**src/rtl/mem_port_arbiter.sv**
```systemverilog
// Round-robin arbiter for one shared memory/bus port among four requesters.
// A grant is held until done, request drop, or a MAX_HOLD-cycle timeout, then priority rotates.
module mem_port_arbiter #(
  parameter int MAX_HOLD = 16,
  parameter int CNT_W    = 8
) (
  input  logic       clk,
  input  logic       reset,
  input  logic [3:0] req,
  input  logic       done,
  output logic [3:0] gnt,
  output logic [1:0] sel,
  output logic       busy,
  output logic       timeout
);

  typedef enum logic {
    S_IDLE,
    S_GRANT
  } state_t;

  state_t           r_state;
  logic [1:0]       r_last;
  logic [CNT_W-1:0] r_cnt;
  logic [3:0]       r_gnt;
  logic [1:0]       r_sel;
  logic             r_busy;
  logic             r_timeout;

  logic [1:0] w_start;
  logic [1:0] w_pick;
  logic       w_found;
  logic       w_hold_max;
  logic       w_owner_req;
  logic       w_release;
  logic       w_timeout_only;

  // Scan starts one past the last owner, so the current owner's own request is seen last.
  always_comb begin
    logic [1:0] idx;
    w_start = r_last + 2'd1;
    w_found = 1'b0;
    w_pick  = 2'd0;
    idx     = 2'd0;
    for (int k = 0; k < 4; k++) begin
      idx = w_start + 2'(k);
      if (!w_found && req[idx]) begin
        w_found = 1'b1;
        w_pick  = idx;
      end
    end
  end

  assign w_hold_max     = (r_cnt == CNT_W'(MAX_HOLD - 1));
  assign w_owner_req    = req[r_last];
  assign w_release      = done | ~w_owner_req | w_hold_max;
  assign w_timeout_only = w_hold_max & ~done & w_owner_req;

  always_ff @(posedge clk or posedge reset) begin
    if (reset) begin
      r_state   <= S_IDLE;
      r_last    <= 2'd3;
      r_cnt     <= '0;
      r_gnt     <= 4'b0000;
      r_sel     <= 2'd0;
      r_busy    <= 1'b0;
      r_timeout <= 1'b0;
    end else begin
      r_timeout <= 1'b0;
      case (r_state)
        S_IDLE: begin
          if (w_found) begin
            r_state <= S_GRANT;
            r_gnt   <= 4'b0001 << w_pick;
            r_sel   <= w_pick;
            r_last  <= w_pick;
            r_busy  <= 1'b1;
            r_cnt   <= '0;
          end
        end
        S_GRANT: begin
          if (w_release) begin
            r_timeout <= w_timeout_only;
            if (w_found) begin
              r_gnt  <= 4'b0001 << w_pick;
              r_sel  <= w_pick;
              r_last <= w_pick;
              r_cnt  <= '0;
            end else begin
              r_state <= S_IDLE;
              r_gnt   <= 4'b0000;
              r_busy  <= 1'b0;
            end
          end else begin
            r_cnt <= r_cnt + 1'b1;
          end
        end
        default: r_state <= S_IDLE;
      endcase
    end
  end

  assign gnt     = r_gnt;
  assign sel     = r_sel;
  assign busy    = r_busy;
  assign timeout = r_timeout;

endmodule

```
**config.mk**
```make
export PLATFORM = sky130hd
export DESIGN_NAME = mem_port_arbiter
export DESIGN_NICKNAME = d
export VERILOG_FILES = /design/src/rtl/mem_port_arbiter.sv
export SDC_FILE = /design/constraint.sdc
export NUM_CORES = 1
export LEC_CHECK = 0
export ABC_AREA = 1
export BUFFER_PORTS_ARGS = -buffer_cell sky130_fd_sc_hd__buf_2
export CAP_MARGIN = 20
export CORE_MARGIN = 10
export CORE_UTILIZATION = 45
export CTS_BUF_LIST = sky130_fd_sc_hd__clkbuf_4 sky130_fd_sc_hd__clkbuf_8 sky130_fd_sc_hd__clkbuf_16
export DETAILED_ROUTE_END_ITERATION = 8
export PLACE_DENSITY = 0.71
export SLEW_MARGIN = 20
export SYNTH_ARGS = -nofsm -noshare
export SYNTH_HDL_FRONTEND = slang
export SYNTH_SLANG_ARGS = --single-unit
```
**constraint.sdc**
```tcl
create_clock -name clk -period 2 [get_ports clk]
set_input_delay 0.3 -clock clk [delete_from_list [all_inputs] [get_ports clk]]
set_output_delay 0.3 -clock clk [all_outputs]
set_load 0.05 [all_outputs]
```
==> impl_results.md, run 1 <==
* NetSw at 0.00129 W
* Clk network pwr share at 0.086
* Slew Viols, Final at 0
* CTS clk-pin slew, worst paths at 100 ps
* First-pass GRT wire length at 4260 um
* Power share of the combinational group at 0.656
* Clock Skews at 2.79 ps
* Vias per cell at 5.29
* Setup WS pre-CTS at 110 ps
* Part of the cycle the worst path needs at 0.882
* Rows at 18
* Seq/Total Area, Yosys at 0.403
* Post-DP HPWL at 1970 um
* Final setup fails at 0
* DR pass1 iterations at 4
* Area of the multi-input gates at 618 um2
* R2r endpoint: gnt[2]
* Total power at 0.00234 W
* Commonest cells after routing, fill and taps aside: 48 x nand2_1, 17 x dfrtp_1, 16 x inv_1, 16 x nand3_1, 14 x buf_2
* Layout cell share with drive strength beyond 1 at 0.239
* Via count at 1090
* Slew @ Worst Pin at 751 ps
* GRT overflow at 0
* Yosys top cell area share at 0.359
* Final Util at 0.531
* H-Tree Depth at 1
* Syn_nets at 165
* Post-CTS sizing at 0
* Finished Cell Area at 0.00133 mm2
* Die Ht at 71.3 um
* Post-route minimum period at 1760 ps
* Total track usage at 0.0957
* Maximum vdd ir drop at 1.43 mV
* Max Fclk at 0.567 GHz
* Total CTS buffers at 3
* Post-route ant nets at 0
* Core ar. at 0.00250 mm2
* Dpl cell area at 0.00128 mm2
* Vias in the first global route at 1025
* Die Width at 71.3 um
* DRT iter0 DRCs at 40
* Cells on worst reg2reg path at 11
* WL/cell at 12.0 um
* Most common cell after layout, fill and taps aside: nand2_1
* PortBufs at 14
* Fill cells at 245
* Register share of total power at 0.258
* Reg2reg start: r_last[0]
* Die area at 0.00509 mm2
* Final Hold Viols at 0
* Layout Nets at 185
* Root Driver: clkbuf_4
* Drt total wl at 2480 um
* Ant diodes at 0
* I/O pin count at 15
* Sum Neg Setup Slack at 0 ps
* Largest net degree at the start of global routing at 20
* Worst min path class: input pin to asynchronous set/reset pin
* TritonCTS clock tree: done
* Clock tree sinks at 19
* Net Sw Frac at 0.550
* Final Wtd Congestion at 0.892
* CP startpoint kind: flip-flop
* Synth Register Bits at 19
* Internal power at 0.00105 W
* Clk Latency, worst-skew pair at 290 ps
* Synth cell types at 27
* Mean Syn Cell Area at 7.55 um2
* Unrepaired setup endpoints after global routing: no
* Starting Density at 0.474
* Post-Syn Area at 0.00118 mm2
* Leak pwr at 0.708 nW
* Initial antenna violation count at 0
* PwrDens at 1760 mW/mm2
* Cell taking the most area after synthesis: dfrtp_1
* Final WS setup at 235 ps
* Clock buffer depth at 2
* Status: completed
* Max-slew headroom at 0.499
* DRC viols at 0
* Cts hold-fix bufs at 0
* YS warnings at 0
* Reg2Reg Setup Slack at 240 ps
* CP max FO at 6
* Top cells by area, synth: dfrtp_1 36%, nand2_1 15%, nand3_1 6.8%
* Layout Area Growth over Synthesis at 11.9%
* Syn Inst Count at 157
* CP arrival at 1950 ps
* Critical path data required time at 2190 ps
* Kind of critical path: flip-flop to flip-flop
* CP Capture Type: flip-flop
* FF+latch area at 478 um2
* Max_cap viols at 0
## area by class of cell
class	instances	area share
flip-flops and latches	19	0.360
well taps	30	0.0283
inverters	20	0.0585
repair buffers	16	0.0642
multi-input cells	117	0.466
clock buffers	4	0.0226
## flip-flops by register name, summed over array words and instances, names as in the netlist
| name | count |
|---|---|
| r_last | 2 |
| sel | 2 |
| busy | 1 |
| timeout | 1 |
| r_cnt | 8 |
| gnt | 4 |
| r_state | 1 |
## through the flow
step | hold slack, ps | cells
2_1_floorplan | 250 | 157
3_3_place_gp | 443 | 200
3_5_place_dp | 453 | 200
4_1_cts | 120 | 204
5_1_grt | 148 | 206
6_report | 125 | 206
## critical path: stages, from the launching register on
cell	delay, ps
dfstp_2	570
buf_4	140
nand2_1	50
nand2_1	120
inv_1	70
nand2_1	70
nand2_2	100
nand3b_1	170
nand3_1	170
inv_1	80
nand2_1	70
nand2_1	50
## routing by layer
layer | wire length (um) | vias to the layer above | part of all wire | GRT usage
met5 | 0 | - | 0 | 0
met4 | 0 | 0 | 0 | 0.00645
met3 | 150 | 0 | 0.061 | 0.0344
met2 | 1260 | 30 | 0.51 | 0.175
met1 | 1070 | 514 | 0.43 | 0.107
li1 | - | 546 | - | -
## cells in the mapped netlist, drive strengths merged
cell type,instances
nor2,15
a21oi,7
nor4,1
nand4,4
nor3b,1
nor3,3
nand2,59
dfrtp,17
ha,1
dfstp,2
nand3b,1
nand3,17
o21ai,6
xor2,1
inv,20
buf,1
a22o,1
## power by group through the flow
stage          Sequential, W  Clock, W  Combinational, W
6_report            0.000603  0.000201           0.00153
5_1_grt             0.000619  0.000230           0.00171
4_1_cts             0.000624  0.000210           0.00149
3_5_place_dp        0.000632         0           0.00148
3_3_place_gp        0.000627         0           0.00146
2_1_floorplan       0.000805         0           0.00104
## worst max path at each step
stage                          from  endpoint  depth (start not counted)
after floorplan           r_last[0]    gnt[2]                         11
after global placement    r_last[0]    gnt[1]                         11
after detailed placement  r_last[0]    gnt[1]                         11
after CTS                 r_last[0]    gnt[1]                         11
after global routing      r_last[0]    gnt[2]                         11
final                     r_last[0]    gnt[2]                         11
## logic make-up (layout without fill, tap and decap cells)
| logic type | count (synthesis) | in the layout | synth area share |
|---|---|---|---|
| AND/OR/NAND/NOR | 101 | 101 | 0.438 |
| buffers and inverters | 21 | 40 | 0.0750 |
| flip-flops | 19 | 19 | 0.403 |
| AO/OA/AOI/OAI | 14 | 14 | 0.0655 |
| adder cells (fa/ha/maj) | 1 | 1 | 0.0106 |
| XOR/XNOR | 1 | 1 | 0.00739 |
## timing repair
| item | 4_1_cts | 5_1_grt |
|---|---|---|
| hold endpoints to repair | 0 | 0 |
| endpoints found under the setup margin | 0 | 9 |
| buffers inserted | 0 | 2 |
(Power assumes the default switching activity.)
==> run 2, diff against run 1 <==
CORE_ASPECT_RATIO = 0.6   (was not set)
==> impl_results.md, run 2 (same netlist as run 1, synthesis figures left out) <==
* Status: completed
* Commonest cells after routing, fill and taps aside: 48 x nand2_1, 17 x dfrtp_1, 16 x inv_1, 16 x nand3_1, 14 x buf_2
* Clk network pwr share at 0.115
* Die Ht at 59.7 um
* Layout cell share with drive strength beyond 1 at 0.239
* Internal power at 0.00112 W
* Setup crit start: r_last[0]
* Net Sw Frac at 0.541
* Top delay family on crit path: simple AND/OR/NAND/NOR gates
* Fill cells at 235
* DR pass1 iterations at 4
* Vias per cell at 5.19
* Core ar. at 0.00250 mm2
* Ant diodes at 0
* Clk Latency, worst-skew pair at 260 ps
* Post-route ant nets at 0
* Max Fclk at 0.561 GHz
* Total power at 0.00244 W
* CP Buf/Inv Count at 2
* Layout Area Growth over Synthesis at 13.7%
* Cells on worst reg2reg path at 11
* Finished Cell Area at 0.00135 mm2
* Dpl cell area at 0.00128 mm2
* Most common cell after layout, fill and taps aside: nand2_1
* Drt total wl at 2650 um
* I/O pin count at 15
* Worst path cell trace: inv_2 -> nand2_1 -> nand2_2 -> nand2_1 -> nand2_1 -> nor2_8 -> nand3_4 -> nand2_8 -> inv_4 -> nand3_1 -> nand2_1
* Post-DP HPWL at 2090 um
* Largest register by flop count: r_cnt
* Fin Hold WS at 157 ps
* Total track usage at 0.109
* Post-route minimum period at 1780 ps
* Post-CTS sizing at 0
* Max_cap viols at 0
* Slew Viols, Final at 0
* Unrepaired setup endpoints after global routing: no
* Vias in the first global route at 1006
* Total CTS buffers at 3
* NetSw at 0.00132 W
* PwrDens at 1810 mW/mm2
* Critical path data required time at 2150 ps
* Critical-path top delay cell: dfstp_2
* WL/cell at 12.7 um
* DRC viols at 0
* Power share of the combinational group at 0.635
* Max reg flops at 8
* Clock tree sinks at 19
* H-Tree Depth at 1
* PortBufs at 14
* Reg2Reg Setup Slack at 220 ps
* Maximum vdd ir drop at 0.912 mV
* Register share of total power at 0.250
* Sum Neg Setup Slack at 0 ps
* Most used cell, CP: nand2_1
* First-pass GRT wire length at 4550 um
* Clock buffer depth at 2
* Cts hold-fix bufs at 0
* Part of the cycle the worst path needs at 0.891
* CP startpoint kind: flip-flop
* CP arrival at 1930 ps
* Largest net degree at the start of global routing at 20
* Leak pwr at 0.716 nW
* Rows at 14
* Worst path max stage delay at 550 ps
* Slew @ Worst Pin at 732 ps
* Worst min path class: input pin to asynchronous set/reset pin
* TritonCTS clock tree: done
* Die Width at 86.2 um
* Max-slew headroom at 0.512
* Clock Skews at 2.56 ps
* Post-CTS setup buffer count at 0
* Reg2reg start: r_last[0]
* CTS clk-pin slew, worst paths at 70 ps
* Die area at 0.00515 mm2
* Final Hold Viols at 0
* CP Capture Type: flip-flop
* Layout Nets at 185
* DRT iter0 DRCs at 86
* Via count at 1079
* Final setup fails at 0
* CP max FO at 10
* Root Driver: clkbuf_8
* R2r endpoint: gnt[1]
* Starting Density at 0.473
* GRT overflow at 0
* Kind of critical path: flip-flop to flip-flop
* Initial antenna violation count at 0
* Final Wtd Congestion at 0.806
## run 2: cell counts in the layout (fill, tap and decap cells not counted)
Identical to the previous run, type by type.
## run 2: stage by stage
step | util | cells | worst slack, ps
2_1_floorplan | - | 157 | 420
3_3_place_gp | 0.512 | 202 | 140
3_5_place_dp | 0.512 | 202 | 107
4_1_cts | 0.532 | 206 | 95.5
5_1_grt | 0.538 | 208 | 42.3
6_report | 0.538 | 208 | 219
## run 2: layout make-up
type | instances | area, um2 | area share
Multi-Input combinational cell | 117 | 618 | 0.459
Sequential cell | 19 | 478 | 0.355
Timing Repair Buffer | 16 | 85.1 | 0.0631
Inverter | 20 | 77.6 | 0.0576
Clock buffer | 4 | 48.8 | 0.0362
Tap cell | 32 | 40.0 | 0.0297
## run 2: worst register-to-register path: stages, from the launching register on
cell and delay, ps:
dfstp_2 550, inv_2 80, nand2_1 100, nand2_2 70, nand2_1 90, nand2_1 130
nor2_8 180, nand3_4 140, nand2_8 150, inv_4 60, nand3_1 90, nand2_1 50
## run 2: how the worst max path moves through the flow
stage / to / slack [ps] / cells after the start
2_1_floorplan: gnt[2] / 420 / 11
3_3_place_gp: gnt[1] / 140 / 11
3_5_place_dp: gnt[1] / 110 / 11
4_1_cts: gnt[1] / 100 / 11
5_1_grt: r_cnt[4] / 40 / 12
6_report: gnt[1] / 220 / 11
## run 2: power by group through the flow
stage	clock, W	combinational [W]	sequential, W
2_1_floorplan	0	0.00104	0.000805
3_3_place_gp	0	0.00146	0.000632
3_5_place_dp	0	0.00149	0.000639
4_1_cts	0.000288	0.00150	0.000632
5_1_grt	0.000298	0.00173	0.000627
6_report	0.000281	0.00155	0.000609
## run 2: per-layer routing
metal	GRT usage	up-vias	wire length [um]
met2	0.170	37	1140
met3	0.0488	0	235
met5	0	-	0
li1	-	548	-
met4	0.0207	0	0
met1	0.137	494	1270
